## config.mk

```make
export PLATFORM = sky130hd
export DESIGN_NAME = uart_rx_arbiter
export DESIGN_NICKNAME = d
export VERILOG_FILES = /design/src/rtl/uart_rx_arbiter.sv
export SDC_FILE = /design/constraint.sdc
export NUM_CORES = 1
export LEC_CHECK = 0
export CORE_ASPECT_RATIO = 1.25
export CORE_UTILIZATION = 30
export CTS_CLUSTER_DIAMETER = 50
export DETAILED_ROUTE_END_ITERATION = 12
export REMOVE_ABC_BUFFERS = 1
export SLEW_MARGIN = 20
export SYNTH_ARGS = -nofsm -noshare
export SYNTH_HDL_FRONTEND = slang
export SYNTH_SLANG_ARGS = --single-unit
```

## constraint.sdc

```tcl
create_clock -name clk -period 1.73 [get_ports clk]
set_clock_uncertainty 0.05 [all_clocks]
set_input_delay 0.2595 -clock clk [delete_from_list [all_inputs] [get_ports clk]]
set_output_delay 0.2595 -clock clk [all_outputs]
set_load 0.005 [all_outputs]
```

## src/rtl/uart_rx_arbiter.sv

```systemverilog
// uart_rx_arbiter: merges bytes from NCH UART receivers into one channel-tagged valid/ready stream
//   clk, reset_n        : clock, asynchronous active-low reset
//   rx_done/rx_byte     : per-channel byte-received pulse and data (channel i at [8i+7:8i])
//   chan_en             : per-channel capture enable
//   out_valid/out_ready : output handshake; out_byte/out_chan carry the byte and its channel
//   ovr_flags/ovr_clr   : sticky per-channel overrun flags and their write-1-to-clear
module uart_rx_arbiter #(
  parameter int NCH = 4,
  parameter int CW  = 2
) (
  input  logic             clk,
  input  logic             reset_n,
  input  logic [NCH-1:0]   rx_done,
  input  logic [8*NCH-1:0] rx_byte,
  input  logic [NCH-1:0]   chan_en,
  input  logic             out_ready,
  output logic             out_valid,
  output logic [7:0]       out_byte,
  output logic [CW-1:0]    out_chan,
  output logic [NCH-1:0]   ovr_flags,
  input  logic [NCH-1:0]   ovr_clr
);
  typedef enum logic {IDLE, PRESENT} state_e;
  state_e         state_q;
  logic [NCH-1:0] hv_q, hv_d, ovr_q, ovr_d, cons;
  logic [7:0]     hb_q [NCH];
  logic [7:0]     hb_d [NCH];
  logic [CW-1:0]  ptr_q, g, out_chan_q;
  logic [7:0]     out_byte_q;
  logic           out_valid_q, found, xfer;
  assign out_valid = out_valid_q;
  assign out_byte  = out_byte_q;
  assign out_chan  = out_chan_q;
  assign ovr_flags = ovr_q;
  always_comb begin
    xfer  = state_q == PRESENT && out_ready;
    cons  = xfer ? NCH'(1) << out_chan_q : '0;
    hv_d  = hv_q;
    hb_d  = hb_q;
    ovr_d = ovr_q & ~ovr_clr;
    for (int i = 0; i < NCH; i++) begin
      // a byte arriving while its channel is being consumed refills the slot instead of overrunning
      if (rx_done[i] && chan_en[i] && (!hv_q[i] || cons[i])) begin
        hb_d[i] = rx_byte[8*i +: 8];
        hv_d[i] = 1'b1;
      end else begin
        if (cons[i]) hv_d[i] = 1'b0;
        if (rx_done[i] && chan_en[i] && hv_q[i]) ovr_d[i] = 1'b1;
      end
    end
    found = 1'b0;
    g     = '0;
    for (int k = 0; k < NCH; k++)
      if (!found && hv_q[(int'(ptr_q) + k) % NCH]) begin
        found = 1'b1;
        g     = CW'((int'(ptr_q) + k) % NCH);
      end
  end
  always_ff @(posedge clk or negedge reset_n) begin
    if (!reset_n) begin
      state_q     <= IDLE;
      hv_q        <= '0;
      hb_q        <= '{default: '0};
      ovr_q       <= '0;
      ptr_q       <= '0;
      out_valid_q <= 1'b0;
      out_byte_q  <= '0;
      out_chan_q  <= '0;
    end else begin
      hv_q  <= hv_d;
      hb_q  <= hb_d;
      ovr_q <= ovr_d;
      if (state_q == IDLE) begin
        if (found) begin
          out_byte_q  <= hb_q[g];
          out_chan_q  <= g;
          out_valid_q <= 1'b1;
          state_q     <= PRESENT;
        end
      end else if (out_ready) begin
        out_valid_q <= 1'b0;
        ptr_q       <= out_chan_q == CW'(NCH-1) ? '0 : out_chan_q + 1'b1;
        state_q     <= IDLE;
      end
    end
  end
endmodule

```

==> results of run 1 <==
-- critical path, stage by stage (launching register included) --
cell	delay [ns]
dfrtp_1	0.43
buf_4	0.14
ha_1	0.13
nand3_1	0.11
a21oi_2	0.21
buf_12	0.14
mux2_1	0.32
-- metal layers --
layer	track usage, %	up-vias	routed length (µm)
li1	-	812	-
met1	16.8	818	2280
met2	22.4	43	2610
met3	3.04	4	187
met4	4.05	0	57
met5	0	-	0
-- state kept, by name, summed over array words and instances, names as in the netlist --
name and cells:
out_chan 2, hb_q 32, hv_q 4, out_byte 8, ovr_flags 4, ptr_q 2, out_valid 1, state_q 1
-- worst max-delay path by stage --
stage / endpoint / slack [ns]
final: hb_q[19] / 0.08
after global routing: hb_q[21] / -0.008
after CTS: out_byte[7] / 0.03
after detailed placement: hb_q[12] / -0.16
after global placement: hb_q[8] / -0.17
after floorplan: hb_q[10] / 0.11
-- cell usage in the layout (no fill, tap or decap), drive strengths merged --
cell and count:
a211oi 1, a21o 1, a21oi 5, a22o 1, a2bb2oi 1, buf 16
bufinv 1, clkbuf 6, clkdlybuf4s50 60, clkinvlp 1, dfrtp 54, dlygate4sd3 1
ha 4, inv 6, mux2 33, mux2i 18, nand2 24, nand2b 2
nand3 4, nor2 4, nor3b 1, nor4 1, o21a 1, o21ai 2
o221ai 8, o22ai 4, o31ai 1, or2 1, or3 1
-- kinds of logic after synthesis --
logic type / Yosys count
compound gates: 25
fa+ha+maj: 4
buf+inv: 12
flops: 54
mux: 51
simple gates: 38
-- cell type report --
type | count | area (µm²)
tap | 95 | 119
inverter | 6 | 22.5
sequential | 54 | 1350
timing repair buffer | 77 | 795
fill | 737 | 4390
multi-input combinational | 118 | 1000
clock inverter | 2 | 37.5
clock buffer | 6 | 72.6
-- power by group through the flow --
stage / clock network, mW / registers [mW] / logic, mW
6_report: 0.837 / 2.23 / 2.28
5_1_grt: 0.906 / 2.30 / 2.51
4_1_cts: 0.866 / 2.23 / 2.29
3_5_place_dp: 0 / 2.26 / 2.28
3_3_place_gp: 0 / 2.25 / 2.24
2_1_floorplan: 0 / 2.16 / 1.30
-- timing repair --
item / 4_1_cts / 5_1_grt
endpoints found under the setup margin: 0 / 28
hold buffers: 1 / 0
buffers inserted: 0 / 2
gates resized for setup: 0 / 4
endpoints found under the hold margin: 54 / 0
==> run summary, run 1 <==
Status: finished clean
Setup CP Type: flop to flop
First DRT Iteration DRCs: 49
DP Area: 0.00325 mm²
Worst Path Arrival: 1.79 ns
Die W: 82.1 µm
Total gr overflow: 0
Post-synth EDFFs: 0
CTS root buffer: clkbuf_8
Yosys reg bits: 54
Synth Area in Simple Gates: 7.58%
Worst setup margin: 0.0786 ns
H-tree depth: 2
Sw power: 1.70 mW
Worst R2R Start: out_chan[0]
Setup TNS: 0 ns
Final ANT Viol Nets: 0
Syn Inst Count: 184
Fin cells: 358
Total die area: 0.00839 mm²
Worst min path class: input pin to asynchronous set/reset pin
Synth Area in Adders: 2.08%
ANT cells: 0
# IOs: 62
Critical Path Start Type: flop
Cells on worst reg2reg path: 6
CTS tree: yes
Synth area leaders: dfrtp_1, mux2_1, mux2i_1, mux2_2, nand2_1
Hold_ws: 0.423 ns
Synth Area in Compound Gates: 8.73%
Primary FF master, synth: dfrtp_1
Final count of hold timing violations: 0
First-pass GRT wire length: 8110 µm
Area grow syn2layout: 41.1%
Data required, critical path: 1.87 ns
Reg2reg setup slack: 0.08 ns
Via density: 4.68
Die height: 102 µm
Slew margin rel.: 74.4%
Worst-path clk slew: 0.09 ns
CTS sink cnt: 54
Mapped Avg Cell Area: 13.1 µm²
Crit end category: flop
Yosys Warn Count: 0
Largest net degree at the start of global routing: 55
Vias in the first global route: 1682
Share of layout cells above drive strength 1: 18.6%
DRC violations left: 0
Final core occ: 43.6%
DR WL/cell: 14.4 µm
Tcrit/Tclk final: 95.5%
Sw Ratio: 31.7%
Starting Density: 30.9%
Most frequent cell after synthesis: dfrtp_1
Initial antenna violation count: 0
Logic pwr share: 42.7%
Seq pwr share: 41.7%
XOR/XNOR Fraction of Synth Area: 0%
I/O Buffers: 61
Tot GR Track Use: 13.3%
Critical path fanouts, max: 8
Shortest period the worst path allows: 1.65 ns
Final instance area: 0.00340 mm²
Main combinational cell family by area after synthesis: multiplexers
RR Endpoint: hb_q[19]
Power Total: 5.35 mW
Final GP Congestion: 0.819
Mapped cell area: 0.00241 mm²
Place WS: -0.163 ns
Pleak: 1.46 nW
Dominant cell type by area after synthesis: dfrtp_1
Synth top area share: 56.1%
Sequential area share after synthesis: 56.1%
Critical Path Source: out_chan[0]
Worst Max-Slew Pin Slew: 0.381 ns
Power Dens Cells: 1570 mW/mm²
First-pass DRT Iterations: 4
Num rows: 36
Clk_lat worst skew: 0.30 ns
Mux contribution to synthesized area: 22.9%
TritonCTS buffer count: 5
Slew Limit Fails: 0
MaxCap Viol Count: 0
Setup Viol. Count Final: 0
Max VDD drop: 0.000693 V
Total wire length: 5140 µm
Clk network pwr share: 15.6%
Max Root-Sink Buffers: 2
Internal power: 3.66 mW
Netlist cell types: 29
Ys async rst share: 100%
Fin nets: 313
Commonest cells in the netlist: dfrtp_1, nand2_1, mux2_1, mux2i_1, mux2_2
Cells after DPL: 347
DP Wirelength: 3870 µm
Via Count: 1677
F_max: 606 MHz
Floorplan Core Area: 0.00779 mm²
No activity file was read; power rests on OpenSTA's default activity.
==> run 2: changes to the inputs <==
--- a/config.mk
+++ b/config.mk
@@ -9,6 +9,7 @@
 export CORE_UTILIZATION = 30
 export CTS_CLUSTER_DIAMETER = 50
 export DETAILED_ROUTE_END_ITERATION = 12
+export RECOVER_POWER = 25
 export REMOVE_ABC_BUFFERS = 1
 export SLEW_MARGIN = 20
 export SYNTH_ARGS = -nofsm -noshare
==> run 2 against run 1 <==
  * First-iteration DRC count unchanged
  * Fmax is the same
  * Sequential share of layout area grew 0.15 points
  * Sequential power barely moved
  * Die area is the same
  * Clock-buffer cell count did not move
  * Cell count unchanged
  * Wire length about the same
  * Via count did not move
  * Core utilization down 0.16 points
  * Critical path type unchanged
==> run summary, run 2 (synthesis gave the netlist of run 1 again) <==
Die height: 102 µm (unchanged)
First DRT Iteration DRCs: 49 (unchanged)
Vias in the first global route: 1682 (unchanged)
CP Cell Sequence: buf_4 > ha_1 > nand3_1 > a21oi_2 > buf_12 > mux2_1
Combined area of the multi-input logic cells: 1000 µm² (unchanged)
Setup CP Type: flop to flop
CTS root buffer: clkbuf_8
Delay-heaviest family, CP: flip-flops
Starting Density: 30.9% (unchanged)
First-pass GRT wire length: 8110 µm (unchanged)
CTS sink cnt: 54 (unchanged)
Setup Viol. Count Final: 0 (unchanged)
First-pass DRT Iterations: 4 (unchanged)
Largest register FFs: 32 (unchanged)
# IOs: 62 (unchanged)
Number of fillers in the final layout: 739 (+0.27%)
Tcrit/Tclk final: 95.5% (unchanged)
Data required, critical path: 1.87 ns (about the same)
F_max: 606 MHz (unchanged)
Commonest non-fill, non-tap cells in the layout: clkdlybuf4s50_1, dfrtp_1, nand2_1, mux2i_1, mux2_1
Pleak: 1.46 nW (-0.33%)
Initial antenna violation count: 0 (unchanged)
Total wire length: 5140 µm (about the same)
H-tree depth: 2 (unchanged)
Most flops, register: hb_q
Storage element area: 0.00135 mm² (unchanged)
Power Dens Cells: 1580 mW/mm² (+0.29%)
TritonCTS buffer count: 5 (unchanged)
Reg2reg setup slack: 0.08 ns (about the same)
Critical path fanouts, max: 8 (unchanged)
Tot GR Track Use: 13.3% (unchanged)
Final ANT Viol Nets: 0 (unchanged)
Worst-path clk slew: 0.09 ns (about the same)
Hold_ws: 0.445 ns (+0.0222 ns)
Hold Path Stages: 1
Cells on worst reg2reg path: 6 (unchanged)
DRC violations left: 0 (unchanged)
WHS Endpoint: hb_q[26]
Crit end category: flop
DR WL/cell: 14.4 µm (about the same)
Max Root-Sink Buffers: 2 (unchanged)
Worst setup margin: 0.0786 ns (unchanged)
Share of layout cells above drive strength 1: 18.6% (unchanged)
Worst R2R Start: out_chan[0]
DP Area: 0.00325 mm² (unchanged)
Slew margin rel.: 50.1% (-24 points)
Area grow syn2layout: 40.6%
Die W: 82.1 µm (unchanged)
Status: finished clean
CTS tree: yes
Cells after DPL: 347 (unchanged)
Clk_lat worst skew: 0.30 ns (about the same)
Final GP Congestion: 0.819 (unchanged)
Final core occ: 43.4% (-0.16 points)
RR Endpoint: hb_q[19]
Critical path buffer and inverter count: 2 (unchanged)
ANT cells: 0 (unchanged)
Floorplan Core Area: 0.00779 mm² (unchanged)
HP Start: hb_q[26]
Shortest period the worst path allows: 1.65 ns (unchanged)
Max stage delay on crit path: 0.43 ns (about the same)
I/O Buffers: 61 (unchanged)
Fin nets: 313 (unchanged)
Worst Max-Slew Pin Slew: 0.748 ns (+0.367 ns)
Total gr overflow: 0 (unchanged)
Via Count: 1677 (unchanged)
Critical Path Start Type: flop
Total die area: 0.00839 mm² (unchanged)
Num rows: 36 (unchanged)
Place WS: -0.163 ns (unchanged)
Largest net degree at the start of global routing: 55 (unchanged)
Fin cells: 358 (unchanged)
DP Wirelength: 3870 µm (unchanged)
Worst min path class: flop to flop
Final count of hold timing violations: 0 (unchanged)
Via density: 4.68 (unchanged)
MaxCap Viol Count: 0 (unchanged)
Commonest non-fill, non-tap cell in the layout: clkdlybuf4s50_1
Final instance area: 0.00339 mm² (-0.37%)
Critical path's slowest cell: dfrtp_1
Slew Limit Fails: 0 (unchanged)
Max VDD drop: 0.000693 V (about the same)
Worst Path Arrival: 1.79 ns (about the same)
## run 2: changes by cell type in the layout (fill, tap and decap cells not counted), sizes merged
cell,change
buf,-1
clkbuf,+1
## run 2: metal layers
metal  wire, µm  vias to the layer above  global-route usage, %  part of all wire [%]
met2       2610                       43                   22.4                    51
li1           -                      812                      -                     -
met5          0                        -                      0                     0
met1       2280                      818                   16.8                    44
met3        187                        4                   3.04                   3.6
met4         57                        0                   4.05                   1.1
## run 2: power breakdown
| part | internal [mW] | switching (mW) |
|---|---|---|
| logic | 1.39 | 0.893 |
| registers | 1.83 | 0.398 |
| clock network | 0.432 | 0.405 |
## run 2: what timing repair did
action | CTS | global route
buffers inserted | 0 | 2
setup endpoints to repair | 0 | 28
resized for setup | 0 | 4
endpoints found under the hold margin | 54 | 0
hold buffers | 1 | 0
## run 2: final cells by class
cell class	instances	share of cell area [%]
clock inverter	2	1.11
multi-input combinational	118	29.5
tap	95	3.51
inverter	6	0.665
clock buffer	6	2.14
timing repair buffer	77	23.1
sequential	54	39.9
## run 2: worst max-delay path by stage
stage / start / to / slack (ns) / cells after the start
after floorplan: out_chan[0] / hb_q[10] / 0.11 / 5
after global placement: out_ready / hb_q[8] / -0.17 / 5
after detailed placement: out_ready / hb_q[12] / -0.16 / 5
after CTS: ptr_q[1] / out_byte[7] / 0.03 / 6
after global routing: out_chan[0] / hb_q[21] / -0.008 / 6
final: out_chan[0] / hb_q[19] / 0.08 / 6
## run 2: through the flow
stage / power, mW / setup TNS, ns
final: 5.35 / 0
after global routing: 5.72 / -0.0102
after CTS: 5.39 / 0
after detailed placement: 4.54 / -4.11
after global placement: 4.49 / -3.93
after floorplan: 3.46 / 0
## run 2: worst reg2reg max path, stage by stage (launching register included)
cell	delay, ns
dfrtp_1	0.43
buf_4	0.14
ha_1	0.13
nand3_1	0.11
a21oi_2	0.21
buf_12	0.14
mux2_1	0.32
==> RTL edit: new RTL, config.mk and constraints of run 2 <==
Register the output `ovr_flags` once more; this adds one clock of latency there. The other outputs are not delayed to match.
--- a/src/rtl/uart_rx_arbiter.sv
+++ b/src/rtl/uart_rx_arbiter.sv
@@ -33,3 +33,5 @@
   assign out_chan  = out_chan_q;
-  assign ovr_flags = ovr_q;
+  always_ff @(posedge clk) begin
+    ovr_flags <= ovr_q;
+  end
   always_comb begin
Check against the original RTL: not equivalent (Yosys sat finds a counterexample within 4 cycles, from zero or initial values and one cycle with reset_n low).
==> RTL edit against run 2 <==
- sequential cell count up 4
- design area rose by 4.9%
- sequential power up 6%
- routed wire length grew 5.9%
- utilization grew 1.3 points
- total power up 9.1%
- global-route usage grew 0.60 points
- worst setup slack got worse by 22 ps
- synthesized area grew 3.3%
- critical path depth is the same
- critical endpoint is now out_byte[0]
- highest routed layer unchanged
==> RTL edit: results (changes against run 2) <==
* Clock transition at the registers of the reported paths at 60 ps (-30 ps)
* Outcome: finished, final reports clean
* Cts bufs inserted at 9 (+4)
* Worst Hold End: ovr_flags[3]
* Area contributors post-synth: dfrtp_1 54%, mux2_1 8.1%, mux2i_1 7.2%
* Clock group share of total power at 19.4% (+3.7 points)
* First-pass GRT wire length at 9.101 mm (+12%)
* Ant diodes at 0 (unchanged)
* Sequential-to-total area share from yosys stat at 57.52% (+1.4 points)
* Worst slew pin tran at 743.2 ps (-4.778 ps)
* Max VDD drop at 0.0006676 V (-3.6%)
* First-pass iteration count of the detailed router at 4 (unchanged)
* Sw Share at 31.38% (-0.33 points)
* Vias in the first global route at 1,834 (+9.0%)
* Filler cells at 755 (+2.2%)
* Combinational power at 2340 uW (+3%)
* Post-synthesis mux area share at 22.17% (-0.74 points)
* Worst hold stages at 0 (-1)
* Top Family by Delay on Critical Path: multiplexers
* FFs w/ async S/R, synth at 93.10% (-6.9 points)
* DPL Wire Length at 4.012 mm (+3.7%)
* WL final at 5.439 mm (+5.9%)
* Initial drt markers at 65 (+33%)
* Leakage at 0.001540 uW (+5.5%)
* Vias post-DR at 1,741 (+3.8%)
* Synth Area in Compound Gates at 8.446% (-0.28 points)
* Largest net degree at the start of global routing at 55 (unchanged)
* Hold path startpoint: ovr_q[3]
* Post-Synth Adder-Cell Area at 2.011% (-0.067 points)
* Final net count at 321 (+2.6%)
* DP Area at 3361 um^2 (+3.3%)
* Worst skew pair latency at 330 ps (+30 ps)
* Reg-to-Reg End: out_byte[0]
* Layout cells sized above 1 at 20.73% (+2.1 points)
* Reg2reg setup slack at 60 ps (-20 ps)
* Gr usage total at 13.92% (+0.60 points)
* Depth of the CTS H-tree at 3 (+1)
* Reg-to-reg startpoint: ptr_q[1]
* Final GP Congestion at 0.8450 (+3.2%)
## RTL edit: cell types whose count changed in the layout (fill, tap and decap cells not counted)
cell,run 2,this run
buf_12,4,5
buf_6,1,0
bufinv_16,1,0
clkbuf_1,1,2
clkbuf_8,5,12
clkinv_2,0,2
clkinvlp_4,1,0
dfxtp_1,0,4
mux2i_1,18,17
mux2i_2,0,1
## RTL edit: layout make-up
| class | count | area (um^2) | share of cell area [%] |
|---|---|---|---|
| clock inverter | 2 | 10.01 | 0.2819 |
| sequential | 58 | 1433 | 40.35 |
| tap | 95 | 118.9 | 3.347 |
| timing repair buffer | 77 | 790.8 | 22.27 |
| multi-input combinational | 118 | 1003 | 28.26 |
| clock buffer | 14 | 172.7 | 4.863 |
| inverter | 6 | 22.52 | 0.6342 |
## RTL edit: cells by family (layout without fill, tap and decap cells)
| group | after synthesis | count (layout) |
|---|---|---|
| muxes | 51 | 51 |
| and+or+nand+nor | 38 | 38 |
| DFF | 58 | 58 |
| AOI/OAI and AO/OA | 25 | 25 |
| buffers and inverters | 12 | 99 |
| adders and majority gates | 4 | 4 |
## RTL edit: metrics by stage
stage | std cells | utilization, % | worst slack, ps | hold slack [ps] | power (uW)
after global routing | 370 | 44.79 | 0.6135 | 337.1 | 6244
after floorplan | 182 | - | 114.9 | -86.09 | 3576
final | 370 | 44.79 | 56.18 | 321.1 | 5832
after detailed placement | 353 | 42.39 | -152.7 | 232.2 | 4734
after global placement | 353 | 42.39 | -155.9 | 229.4 | 4687
after CTS | 370 | 44.82 | 11.32 | 323.4 | 5902
## RTL edit: metal layers
metal | GRT usage [%] | up-vias | part of all wire (%)
li1 | - | 842 | -
met1 | 17.31 | 847 | 44
met2 | 22.42 | 45 | 50
met3 | 3.506 | 7 | 4.7
met4 | 6.901 | 0 | 1.7
met5 | 0 | - | 0
